`src/rtl/irq_pkg.sv`:
```
// Shared definitions for the interrupt controller: register map,
// controller state encoding and STATUS register field layout.
package irq_pkg;

    // Register select values on cfg_addr
    localparam logic [1:0] ADDR_MASK    = 2'd0;
    localparam logic [1:0] ADDR_PENDING = 2'd1;
    localparam logic [1:0] ADDR_CLAIM   = 2'd2;
    localparam logic [1:0] ADDR_STATUS  = 2'd3;

    // Raise/claim/end-of-interrupt sequencing states
    typedef enum logic [1:0] {
        IDLE    = 2'd0,
        RAISE   = 2'd1,
        CLAIMED = 2'd2
    } irq_state_t;

    // Width of a source id as reported by CLAIM and STATUS (index + 1, 0 = none)
    localparam int ID_W = 6;

    // STATUS register layout
    localparam int STAT_STATE_LSB = 0;
    localparam int STAT_STATE_W   = 2;
    localparam int STAT_ID_LSB    = 2;
    localparam int STAT_IRQ_BIT   = 8;

endpackage

```
`src/rtl/irq_sync_edge.sv`:
```
// Two-flop synchroniser for one asynchronous interrupt source followed by
// a third flop used for rising-edge detection. The rise output is a
// single-cycle pulse in the clk domain.
module irq_sync_edge (
    input  logic clk,
    input  logic reset,
    input  logic src_in,
    output logic rise
);

    logic sync1;
    logic sync2;
    logic sync3;

    // Synchroniser chain plus delay stage for edge detection
    always_ff @(posedge clk) begin
        if (reset) begin
            sync1 <= 1'b0;
            sync2 <= 1'b0;
            sync3 <= 1'b0;
        end else begin
            sync1 <= src_in;
            sync2 <= sync1;
            sync3 <= sync2;
        end
    end

    assign rise = sync2 & ~sync3;

endmodule

```
`src/rtl/irq_controller.sv`:
```
// Interrupt controller: collects edge-triggered sources into a pending
// vector, masks them, picks the lowest-index eligible source and drives a
// single registered irq line through a raise/claim/eoi handshake.
//
// Register port: cfg_we and cfg_re are single-cycle strobes sampled on the
// rising clk edge with cfg_addr/cfg_wdata; a write wins over a simultaneous
// read. Read data appears on cfg_rdata after the edge that sampled cfg_re
// and holds until the next read. A CLAIM read's side effects land on that
// same edge.
module irq_controller
    import irq_pkg::*;
#(
    parameter int NUM_SRC = 8
) (
    input  logic               clk,
    input  logic               reset,
    input  logic [NUM_SRC-1:0] src,
    input  logic [1:0]         cfg_addr,
    input  logic               cfg_we,
    input  logic               cfg_re,
    input  logic [31:0]        cfg_wdata,
    output logic [31:0]        cfg_rdata,
    input  logic               eoi,
    output logic               irq
);

    logic [NUM_SRC-1:0] rise;
    logic [NUM_SRC-1:0] pending;
    logic [NUM_SRC-1:0] mask;
    logic [NUM_SRC-1:0] eligible;
    logic [NUM_SRC-1:0] w1c_clr;
    logic [NUM_SRC-1:0] claim_clr;

    irq_state_t state;
    irq_state_t next_state;
    logic       irq_next;

    logic [ID_W-1:0] in_service_id;
    logic [ID_W-1:0] claim_id;
    logic [4:0]      winner;
    logic            any_eligible;

    logic        wr_mask;
    logic        wr_pend;
    logic        rd_en;
    logic        rd_claim;
    logic        claim_take;
    logic [31:0] status_word;
    logic [31:0] rd_mux;

    // Upper write-data bits have no register behind them
    logic unused_wdata;
    assign unused_wdata = ^cfg_wdata[31:NUM_SRC];

    genvar g;
    generate
        for (g = 0; g < NUM_SRC; g++) begin : g_src
            irq_sync_edge u_sync (
                .clk    (clk),
                .reset  (reset),
                .src_in (src[g]),
                .rise   (rise[g])
            );
        end
    endgenerate

    assign wr_mask  = cfg_we && (cfg_addr == ADDR_MASK);
    assign wr_pend  = cfg_we && (cfg_addr == ADDR_PENDING);
    assign rd_en    = cfg_re && !cfg_we;
    assign rd_claim = rd_en && (cfg_addr == ADDR_CLAIM);
    assign eligible = pending & mask;
    assign w1c_clr  = wr_pend ? cfg_wdata[NUM_SRC-1:0] : '0;

    // Fixed priority: scan high to low so the lowest set index is left last
    always_comb begin
        winner       = '0;
        any_eligible = 1'b0;
        for (int i = NUM_SRC - 1; i >= 0; i--) begin
            if (eligible[i]) begin
                winner       = i[4:0];
                any_eligible = 1'b1;
            end
        end
    end

    assign claim_id = any_eligible ? ({1'b0, winner} + 6'd1) : '0;

    // Next-state and irq decode; only a claim in RAISE has side effects
    always_comb begin
        next_state = state;
        claim_take = 1'b0;
        case (state)
            IDLE: begin
                if (any_eligible) begin
                    next_state = RAISE;
                end
            end
            RAISE: begin
                if (rd_claim && any_eligible) begin
                    next_state = CLAIMED;
                    claim_take = 1'b1;
                end else if (!any_eligible) begin
                    next_state = IDLE;
                end
            end
            CLAIMED: begin
                if (eoi) begin
                    next_state = IDLE;
                end
            end
            default: next_state = IDLE;
        endcase
        irq_next = (next_state == RAISE);
    end

    // One-hot clear of the claimed source's pending bit
    always_comb begin
        claim_clr = '0;
        for (int i = 0; i < NUM_SRC; i++) begin
            claim_clr[i] = claim_take && (winner == i[4:0]);
        end
    end

    // State register and registered irq level
    always_ff @(posedge clk) begin
        if (reset) begin
            state <= IDLE;
            irq   <= 1'b0;
        end else begin
            state <= next_state;
            irq   <= irq_next;
        end
    end

    // Pending latch: a fresh edge beats a same-cycle clear
    always_ff @(posedge clk) begin
        if (reset) begin
            pending <= '0;
        end else begin
            pending <= (pending & ~(w1c_clr | claim_clr)) | rise;
        end
    end

    // Software mask register
    always_ff @(posedge clk) begin
        if (reset) begin
            mask <= '0;
        end else if (wr_mask) begin
            mask <= cfg_wdata[NUM_SRC-1:0];
        end
    end

    // In-service id: set by a successful claim, cleared by end-of-interrupt
    always_ff @(posedge clk) begin
        if (reset) begin
            in_service_id <= '0;
        end else if (claim_take) begin
            in_service_id <= claim_id;
        end else if ((state == CLAIMED) && eoi) begin
            in_service_id <= '0;
        end
    end

    // STATUS word assembly
    always_comb begin
        status_word = '0;
        status_word[STAT_STATE_LSB +: STAT_STATE_W] = state;
        status_word[STAT_ID_LSB +: ID_W]            = in_service_id;
        status_word[STAT_IRQ_BIT]                   = irq;
    end

    // Read data select
    always_comb begin
        rd_mux = '0;
        case (cfg_addr)
            ADDR_MASK:    rd_mux = {{(32 - NUM_SRC){1'b0}}, mask};
            ADDR_PENDING: rd_mux = {{(32 - NUM_SRC){1'b0}}, pending};
            ADDR_CLAIM:   rd_mux = {{(32 - ID_W){1'b0}}, claim_id};
            ADDR_STATUS:  rd_mux = status_word;
            default:      rd_mux = '0;
        endcase
    end

    // Registered read data, held between reads
    always_ff @(posedge clk) begin
        if (reset) begin
            cfg_rdata <= '0;
        end else if (rd_en) begin
            cfg_rdata <= rd_mux;
        end
    end

endmodule

```
`config.mk`:
```
export PLATFORM = sky130hd
export DESIGN_NAME = irq_controller
export DESIGN_NICKNAME = d
export VERILOG_FILES = /design/src/rtl/irq_pkg.sv /design/src/rtl/irq_sync_edge.sv /design/src/rtl/irq_controller.sv
export SDC_FILE = /design/constraint.sdc
export NUM_CORES = 1
export LEC_CHECK = 0
export CAP_MARGIN = 25
export CORE_MARGIN = 4
export CORE_UTILIZATION = 50
export CTS_CLUSTER_SIZE = 20
export DETAILED_ROUTE_END_ITERATION = 16
export GPL_TIMING_DRIVEN = 0
export PLACE_DENSITY_LB_ADDON = 0.12
export REMOVE_ABC_BUFFERS = 1
export SLEW_MARGIN = 10
export SYNTH_ARGS = -nofsm -noshare
export SYNTH_HDL_FRONTEND = slang
export SYNTH_SLANG_ARGS = --single-unit
```
`constraint.sdc`:
```
create_clock -name clk -period 2.9 [get_ports clk]
set_input_delay 0.87 -clock clk [delete_from_list [all_inputs] [get_ports clk]]
set_output_delay 0.87 -clock clk [all_outputs]
set_load 0.005 [all_outputs]
```
==> impl_summary.log <==
[metrics] number of flops mapped to enable cells by yosys: 0
[metrics] worst hold slack after final layout: 0.4158 ns
[metrics] largest cells by area after synthesis: sky130_fd_sc_hd__dfxtp_1 (45%), sky130_fd_sc_hd__buf_4 (6.9%), sky130_fd_sc_hd__nor2b_1 (6.2%)
[metrics] number of max-capacitance violations reported: 0
[metrics] timing-limited maximum frequency: 0.3919 GHz
[metrics] status: completed
[metrics] final critical path time including I/O delays and setup: 2.552 ns
[metrics] Non-Filler Instances: 370
[metrics] synthesized instance count: 276
[metrics] Inserted Clock Buffers: 5
[metrics] number of vias per cell after detailed routing: 5.070
[metrics] async set or reset register ratio after synthesis: 0%
[metrics] number of I/O port buffers: 32
[metrics] maximum number of pins on one net before global-route repair: 47
[metrics] type of element capturing the critical path: register
[metrics] Final Routed Wirelength: 5018 um
[metrics] ratio of cells with drive above 1 in the final layout: 6.601%
[metrics] number of cells on the worst hold path: 1
[metrics] WS Path Type: in -> reg
[metrics] net switching share of the total power: 23.38%
[metrics] type of element launching the critical path: primary input
[metrics] wire length of the first global-routing pass: 8383 um
[metrics] worst endpoint required time: 3.15 ns
[metrics] cells along the critical path: dlygate4sd2_1 > nand2b_1 > or3_1 > a21oi_4 > a221oi_1 > a21o_1
[metrics] worst setup timing slack at the placement stage: -0.4058 ns
[metrics] Area Overhead vs Synth: 14.66%
[metrics] power per cell area: 468.9 nW/um^2
[metrics] Layout Skew: 0.007634 ns
[metrics] number of I/O pins: 80
[metrics] number of H-tree levels: 2
[metrics] routed via count: 1876
[metrics] share of the yosys chip area belonging to registers: 44.69%
[metrics] clock sinks: 56
[metrics] class of the tightest hold or removal check: reg -> reg
[metrics] later-pin clock latency in the skew report: 0.30 ns
[metrics] YS warnings: 0
[metrics] least setup slack across all paths after layout: 0.3483 ns
[metrics] RSZ-0062 raised after global routing: no
[metrics] root buffer cell: sky130_fd_sc_hd__clkbuf_8
[metrics] clock slew seen by the registers of the worst setup and hold paths: 0.09 ns
[metrics] most common library cell in the layout ignoring fill and taps: sky130_fd_sc_hd__dfxtp_1
[metrics] transition time at the pin with the least slew margin: 0.9503 ns
[metrics] top library cells by usage in the layout, fill and taps aside: sky130_fd_sc_hd__dfxtp_1 (56), sky130_fd_sc_hd__clkdlybuf4s50_1 (29), sky130_fd_sc_hd__nor2b_1 (25), sky130_fd_sc_hd__conb_1 (23), sky130_fd_sc_hd__nor2_1 (22)
[metrics] final core area utilization: 60.10%
[metrics] critical path buffer and inverter count: 1
[metrics] worst-path maximum fanout: 23
[metrics] die extent in x: 78.83 um
[metrics] Seq cells post-synth: 56
[metrics] DRC errors left: 0
[metrics] kind of cell adding the most delay to the critical path: buffers and inverters
[metrics] TritonCTS clock tree: done
[metrics] Placed Cells incl. Taps: 363
[metrics] n_diodes: 0
[metrics] Worst path depth: 6
[metrics] number of antenna violations at the first check in global routing: 0
[metrics] Final ANT Viol Nets: 0
[metrics] clock network fraction of total power: 29.0%
[metrics] starting utilization of the core area: 52.42%
[metrics] gp weighted congestion: 0.8863
[metrics] global route overflow: 0
[metrics] Avg WL per Cell: 13.56 um
[metrics] sw power: 0.0003154 W
[metrics] Synth Flop Type: sky130_fd_sc_hd__dfxtp_1
[metrics] buffers from clock root to sink, at most: 2
[metrics] worst reg-to-reg path cell count: 7
[metrics] Final Setup Violations: 0
[metrics] Max VDD drop: 0.0003242 V
[metrics] overall global routing resource usage: 17.22%
[metrics] largest area contributor in the synthesized netlist: sky130_fd_sc_hd__dfxtp_1
[metrics] proportion of power drawn by combinational gates: 10.5%
[metrics] register share of total power: 60.5%
[metrics] max-slew violation count: 0
[metrics] area fraction of the dominant cell type after synthesis: 44.69%
[metrics] number of global-route vias before repair: 1769
[metrics] power after layout: 0.001349 W
[metrics] period utilization: 87.99%
[metrics] Net count, final: 354
[metrics] starting DRC count in detailed routing: 81
[metrics] die area: 6214 um^2
[metrics] Leak: 1.144 nW
[metrics] Syn Std Cell Area: 2509 um^2
[metrics] data arrival time of the critical path: 2.81 ns
[metrics] Synth Area per Inst: 9.089 um^2
[metrics] half-perimeter wire length after placement: 3527 um
[metrics] Initial DRT Pass Iterations: 4
[metrics] worst slew slack as a fraction of its limit: 36.65%
[metrics] Crit-path slowest cell: sky130_fd_sc_hd__dlygate4sd2_1
[metrics] number of filler instances in the final layout: 460
[metrics] critical path's largest stage delay: 0.83 ns
[metrics] Internal Power: 0.001033 W
[metrics] die height: 78.83 um
[metrics] count of distinct cell types in the synthesized netlist: 47
[metrics] count of standard-cell rows: 25
[metrics] placeable core region: 4786 um^2
[metrics] number of hold violations in the final report: 0
logic make-up (layout without fill, tap and decap cells):
group | count (synthesis) | after routing | share of synthesized area, %
buffers and inverters | 48 | 53 | 10.77
DFF | 56 | 56 | 44.69
AOI/OAI and AO/OA | 52 | 52 | 15.16
muxes | 15 | 15 | 6.085
adders and majority gates | 4 | 4 | 1.995
other | 1 | 23 | 0.1495
and+or+nand+nor | 100 | 100 | 21.15
synthesized netlist by cell type, drive strengths merged, types with 4 or more instances:
library cell,instances
dfxtp,56
buf,27
nor2b,26
nor2,23
nand2,19
mux2i,13
inv,12
a21oi,11
clkbuf,9
nand3,9
a21o,7
a221oi,6
a22oi,6
o21ai,5
a22o,4
ha,4
nand2b,4
nor3,4
sequential cells by signal, indices dropped and copies added, names as in the netlist:
register / cells
g_src.u_sync.sync2: 8
state: 2
pending: 8
mask: 8
g_src.u_sync.sync1: 8
in_service_id: 4
cfg_rdata: 9
irq: 1
g_src.u_sync.sync3: 8
power by group through the flow:
stage                     Sequential [W]  Combinational, W  Clock (W)
after floorplan                 0.000829         0.0000644          0
after global placement          0.000832          0.000137          0
after detailed placement        0.000833          0.000142          0
after CTS                       0.000815          0.000142   0.000409
after global routing            0.000820          0.000158   0.000439
final                           0.000816          0.000142   0.000392
what timing repair did:
item | in CTS | in global routing
hold buffers | 0 | 0
pin swaps | 0 | 0
setup buffers | 0 | 0
setup endpoints to repair | 5 | 2
resized for setup | 1 | 1
through the flow:
step / cell area [um^2] / TNS, ns
floorplan: 2366 / 0
global placement: 2770 / -18.36
detailed placement: 2798 / -4.333
CTS: 2874 / 0
global route: 2877 / 0
finish: 2877 / 0
worst paths after layout:
check / startpoint / end / slack [ns]
max: cfg_addr[0] / pending[3] / 0.35
max reg2reg: pending[1] / cfg_rdata[2] / 0.68
min: g_src[4].u_sync.sync3 / pending[4] / 0.42
min reg2reg: g_src[4].u_sync.sync3 / pending[4] / 0.42
area by class of cell:
class / count / area, um^2 / share of cell area [%]
clock inverters: 1 / 5.005 / 0.1740
clock buffers: 6 / 72.57 / 2.523
well taps: 67 / 83.83 / 2.914
repair buffers: 34 / 344.1 / 11.96
inverters: 12 / 45.04 / 1.566
multi-input cells: 194 / 1205 / 41.89
flip-flops and latches: 56 / 1121 / 38.97
per-layer routing:
metal | track usage, % | vias to the layer above | part of all wire [%]
met5 | 0 | - | 0
li1 | - | 952 | -
met4 | 7.045 | 0 | 1.9
met3 | 3.175 | 10 | 5.8
met2 | 27.76 | 56 | 45
met1 | 22.78 | 858 | 47
(Power assumes the default switching activity.)
==> RTL change 1: new RTL, config.mk and constraints unchanged <==
Change the package constant `STAT_ID_LSB` from 2 to 4.
--- a/src/rtl/irq_pkg.sv
+++ b/src/rtl/irq_pkg.sv
@@ -21,7 +21,7 @@
     // STATUS register layout
     localparam int STAT_STATE_LSB = 0;
     localparam int STAT_STATE_W   = 2;
-    localparam int STAT_ID_LSB    = 2;
+    localparam int STAT_ID_LSB    = 4;
     localparam int STAT_IRQ_BIT   = 8;
 
 endpackage
Check against the original RTL: not equivalent (a bounded check fails within 10 cycles, from zero or initial values and one cycle with reset high).
==> RTL change 1 against the original RTL <==
Area after synthesis is 2.2% higher; wire length shrank 3.1%; clock power increased by 13%; sequential cell count stayed put; total power rose by 4.8%; critical path depth unchanged; final area increased by 1.9%; setup slack worse by 220 ps; first-iteration DRC count is 67% higher; largest cell class unchanged.
==> RTL change 1: results (changes against the original RTL) <==
status: "completed"
synth_compound_area_share_pct: 14.49  # -0.67 points
pg_clk_uw: 444  # +13%
grtUsageTotal_pct: 15.56  # -1.7 points
slowest_stage: "clkdlybuf4s50_1"
r2r_setup_slack_ps: 880  # +200 ps
routed_wl_um: 4863  # -3.1%
ys_seq_area_share_pct: 43.71  # -0.98 points
pre_cts_ws_ps: -327.6  # +78.21 ps
placed_area_um2: 2835  # +1.3%
dp_hpwl_um: 3585  # +1.7%
path_clk_slew_ps: 90  # about the same
finalClockSkew_ps: 12.18  # +4.544 ps
die_x_um: 79.63  # +1.0%
synth-adder-area-share_pct: 1.951  # -0.044 points
syn_inst: 280  # +1.4%
drtIter0Drc: 135  # +67%
drive_gt1_share_pct: 6.557  # -0.043 points
r2r_start: "pending[3]"
power.net_switching_uw: 323.6  # +2.6%
grt_pass1_wl_um: 7790  # -7.1%
ys_top_cells_by_area: "dfxtp_1 44%, buf_4 6.7%, nor2b_1 6.1%, mux2i_1 5.9%, nor2_1 3.4%"
peakVddDrop_mv: 0.3126  # -3.6%
pg_comb_uw: 151  # +6%
hold_slack_ps: 443.0  # +27.14 ps
ys_warn_count: 0  # unchanged
critPathMaxStageDelay_ps: 730  # -100 ps
routed-via-count: 1911  # +1.9%
hold_depth: 1  # unchanged
synthMuxAreaShare_pct: 6.293  # +0.21 points
synth_edf_count: 0  # unchanged
arrival_ps: 2950  # +140 ps
hold_class: "flop to flop"
synthTopCellsByCount: "56 x dfxtp_1, 25 x nor2b_1, 23 x buf_4, 23 x nor2_1, 15 x mux2i_1"
rr_worst_depth: 9  # +2
leakage_uw: 0.001143  # about the same
post_cts_buffers: 0  # unchanged
r2r-end: "cfg_rdata[1]"
first_global_vias: 1677  # -5.2%
drt-vias-per-instance: 5.137  # +1.3%
crit_path_start: "cfg_addr[1]"
diodes: 0  # unchanged
hold_path_end: "g_src[2].u_sync.sync2"
relSlewSlack_pct: 40.43  # +3.8 points
crit_fanout: 14  # -39%
regMostFlops: "cfg_rdata"
grt_max_degree: 38  # -19%
synth.distinct_cells: 44  # -6.4%
nets: 356  # +0.56%
antenna_found_initial: 0  # unchanged
synth_xor_xnor_area_share_pct: 0  # unchanged
numPortBuffers: 32  # unchanged
min-delay-start: "g_src[2].u_sync.sync1"
h-tree-depth: 2  # unchanged
pwr-share-clk_pct: 31.4  # +2.4 points
crit_path_end: "in_service_id[0]"
dp.cells: 365  # +0.55%
gp_congestion: 0.8640  # -2.5%
## RTL change 1: cell count changes in the layout (fill, tap and decap cells not counted), moves of 3 or more
cell      delta
nand2_1      -8
a21o_1       -4
nor3_1       +4
nand2b_1     +5
o211ai_1     -3
a221oi_1     -5
a22o_1       +4
a21oi_1      +3
o21ai_0      +4
a211oi_1     +3
## RTL change 1: critical path: cells and delay by family
kind | cells | cell delay (ps)
AO/OA/AOI/OAI | 1 | 80
buffers and inverters | 1 | 730
AND/OR/NAND/NOR | 4 | 1270
## RTL change 1: area by class of cell
class	count	area (um^2)
Clock buffer	7	96.34
Sequential cell	56	1121
Timing Repair Buffer	33	334.1
Fill cell	455	1918
Tap cell	67	83.83
Inverter	11	41.29
Multi-Input combinational cell	198	1254
## RTL change 1: per-layer routing
metal,global-route usage [%],up-vias,part of all wire [%]
met5,0,-,0
met4,4.124,0,0.93
met3,4.063,5,5.2
met2,24.29,46,46
met1,21.27,895,47
li1,-,965,-
==> RTL change 2: new RTL, config.mk and constraints unchanged <==
Made on the original files. Make the reset (`reset`) asynchronous in 6 clocked blocks.
--- a/src/rtl/irq_sync_edge.sv
+++ b/src/rtl/irq_sync_edge.sv
@@ -13,7 +13,7 @@
     logic sync3;
 
     // Synchroniser chain plus delay stage for edge detection
-    always_ff @(posedge clk) begin
+    always_ff @(posedge clk or posedge reset) begin
         if (reset) begin
             sync1 <= 1'b0;
             sync2 <= 1'b0;
--- a/src/rtl/irq_controller.sv
+++ b/src/rtl/irq_controller.sv
@@ -122,7 +122,7 @@
     end
 
     // State register and registered irq level
-    always_ff @(posedge clk) begin
+    always_ff @(posedge clk or posedge reset) begin
         if (reset) begin
             state <= IDLE;
             irq   <= 1'b0;
@@ -133,7 +133,7 @@
     end
 
     // Pending latch: a fresh edge beats a same-cycle clear
-    always_ff @(posedge clk) begin
+    always_ff @(posedge clk or posedge reset) begin
         if (reset) begin
             pending <= '0;
         end else begin
@@ -142,7 +142,7 @@
     end
 
     // Software mask register
-    always_ff @(posedge clk) begin
+    always_ff @(posedge clk or posedge reset) begin
         if (reset) begin
             mask <= '0;
         end else if (wr_mask) begin
@@ -151,7 +151,7 @@
     end
 
     // In-service id: set by a successful claim, cleared by end-of-interrupt
-    always_ff @(posedge clk) begin
+    always_ff @(posedge clk or posedge reset) begin
         if (reset) begin
             in_service_id <= '0;
         end else if (claim_take) begin
@@ -182,7 +182,7 @@
     end
 
     // Registered read data, held between reads
-    always_ff @(posedge clk) begin
+    always_ff @(posedge clk or posedge reset) begin
         if (reset) begin
             cfg_rdata <= '0;
         end else if (rd_en) begin
Check against the original RTL: differs if reset is asserted again (counterexample within 4 cycles, from zero or initial values and one cycle with reset high); with reset held inactive, the same outputs for 4 cycles.
==> RTL change 2 against the original RTL <==
Non-clock buffer count down 1; area after synthesis up 4.7%; core utilization down 0.84 points; sequential cell count unchanged; final area up 5.2%; die area up 4.2%; setup slack worse by 220 ps; wire length down 2.1%; global-route usage down 0.43 points; sequential share of layout area up 7.3 points; worst hold slack worse by 60 ps; critical path type unchanged.
Power is not compared: it rests on default switching activity, and its combinational part moved more than twofold at a synthesized area within 25%.
==> RTL change 2: results (changes against the original RTL) <==
syn_inst: 230  # -17%
seq_power_uw: 962
crit_path_start: "cfg_addr[1]"
ys_seq_area_share_pct: 53.36  # +8.7 points
met2_length_um: 2277  # +0.13%
fin_crit_sh_pct: 95.67  # +7.7 points
min-delay-start: "g_src[5].u_sync.sync1"
synth.distinct_cells: 46  # -2.1%
finalClockSkew_ps: 6.611  # -1.023 ps
dp.cells: 324  # -11%
hold_slack_ps: 355.8  # -60.03 ps
crit_path_end: "pending[3]"
dp_hpwl_um: 3664  # +3.9%
drt-vias-per-instance: 5.223  # +3.0%
hold_class: "flop to flop"
gp_congestion: 0.8388  # -5.4%
cts_resized: 0  # -1
critPathMaxStageDelay_ps: 890  # +60 ps
hold_depth: 0  # -1
worstMarginPinSlew_ps: 815.1  # -135.2 ps
crit_fanout: 18  # -22%
slowest_stage: "clkdlybuf4s50_1"
drt-wirelength-per-cell_um: 14.79  # +9.1%
grtUsageTotal_pct: 16.80  # -0.43 points
routed_wl_um: 4911  # -2.1%
numPortBuffers: 32  # unchanged
placed_area_um2: 2910  # +4.0%
nets: 312  # -12%
async_flop_share_pct: 100.0  # +100 points
grt_max_degree: 32  # -32%
drtIter0Drc: 84  # +3.7%
wl_met3_um: 270  # -6.6%
rr_worst_depth: 8  # +1
r2r_setup_slack_ps: 750  # +70 ps
r2r-end: "pending[6]"
ys_top_cells_by_area: "dfrtp_1 53%, buf_4 7.1%, nand2_1 3.7%, mux2_2 3.4%, mux2i_1 2.7%"
h-tree-depth: 2  # unchanged
hold_path_end: "g_src[5].u_sync.sync2"
pre_cts_ws_ps: -182.4  # +223.4 ps
met3_usage_pct: 3.475  # +0.30 points
drive_gt1_share_pct: 10.69  # +4.1 points
synthTopCellsByCount: "56 x dfrtp_1, 26 x nand2_1, 25 x buf_4"
cp_top_family: "simple AND/OR/NAND/NOR gates"
regMostFlops: "cfg_rdata"
grt_pass1_wl_um: 8349  # -0.41%
r2r_start: "mask[3]"
status: "completed"
arrival_ps: 2980  # +170 ps
RTL change 2: changes by cell type in the layout (fill, tap and decap cells not counted), sizes merged, moves of 5 or more:
| cell | delta |
|---|---|
| a221oi | -6 |
| nor2 | -19 |
| o22ai | +6 |
| mux2i | -6 |
| a21oi | -11 |
| nand2 | +8 |
| nor2b | -24 |
| dfxtp | -56 |
| a21o | -7 |
| dfrtp | +56 |
| a32o | +5 |
| mux2 | +6 |
RTL change 2: layout make-up:
class / instances / area (um^2)
multi-input combinational: 150 / 1025
clock buffer: 5 / 68.82
tap: 70 / 87.58
timing repair buffer: 33 / 340.3
fill: 443 / 2081
clock inverter: 3 / 47.55
inverter: 15 / 56.30
sequential: 56 / 1401
RTL change 2: cell families after synthesis:
group,after synthesis,share of synthesized area (%)
AND/OR/NAND/NOR,60,13.24
AO/OA/AOI/OAI,48,14.48
flip-flops,56,53.36
other,1,0.1428
buffers and inverters,46,10.77
multiplexers,15,6.098
adder cells (fa/ha/maj),4,1.906
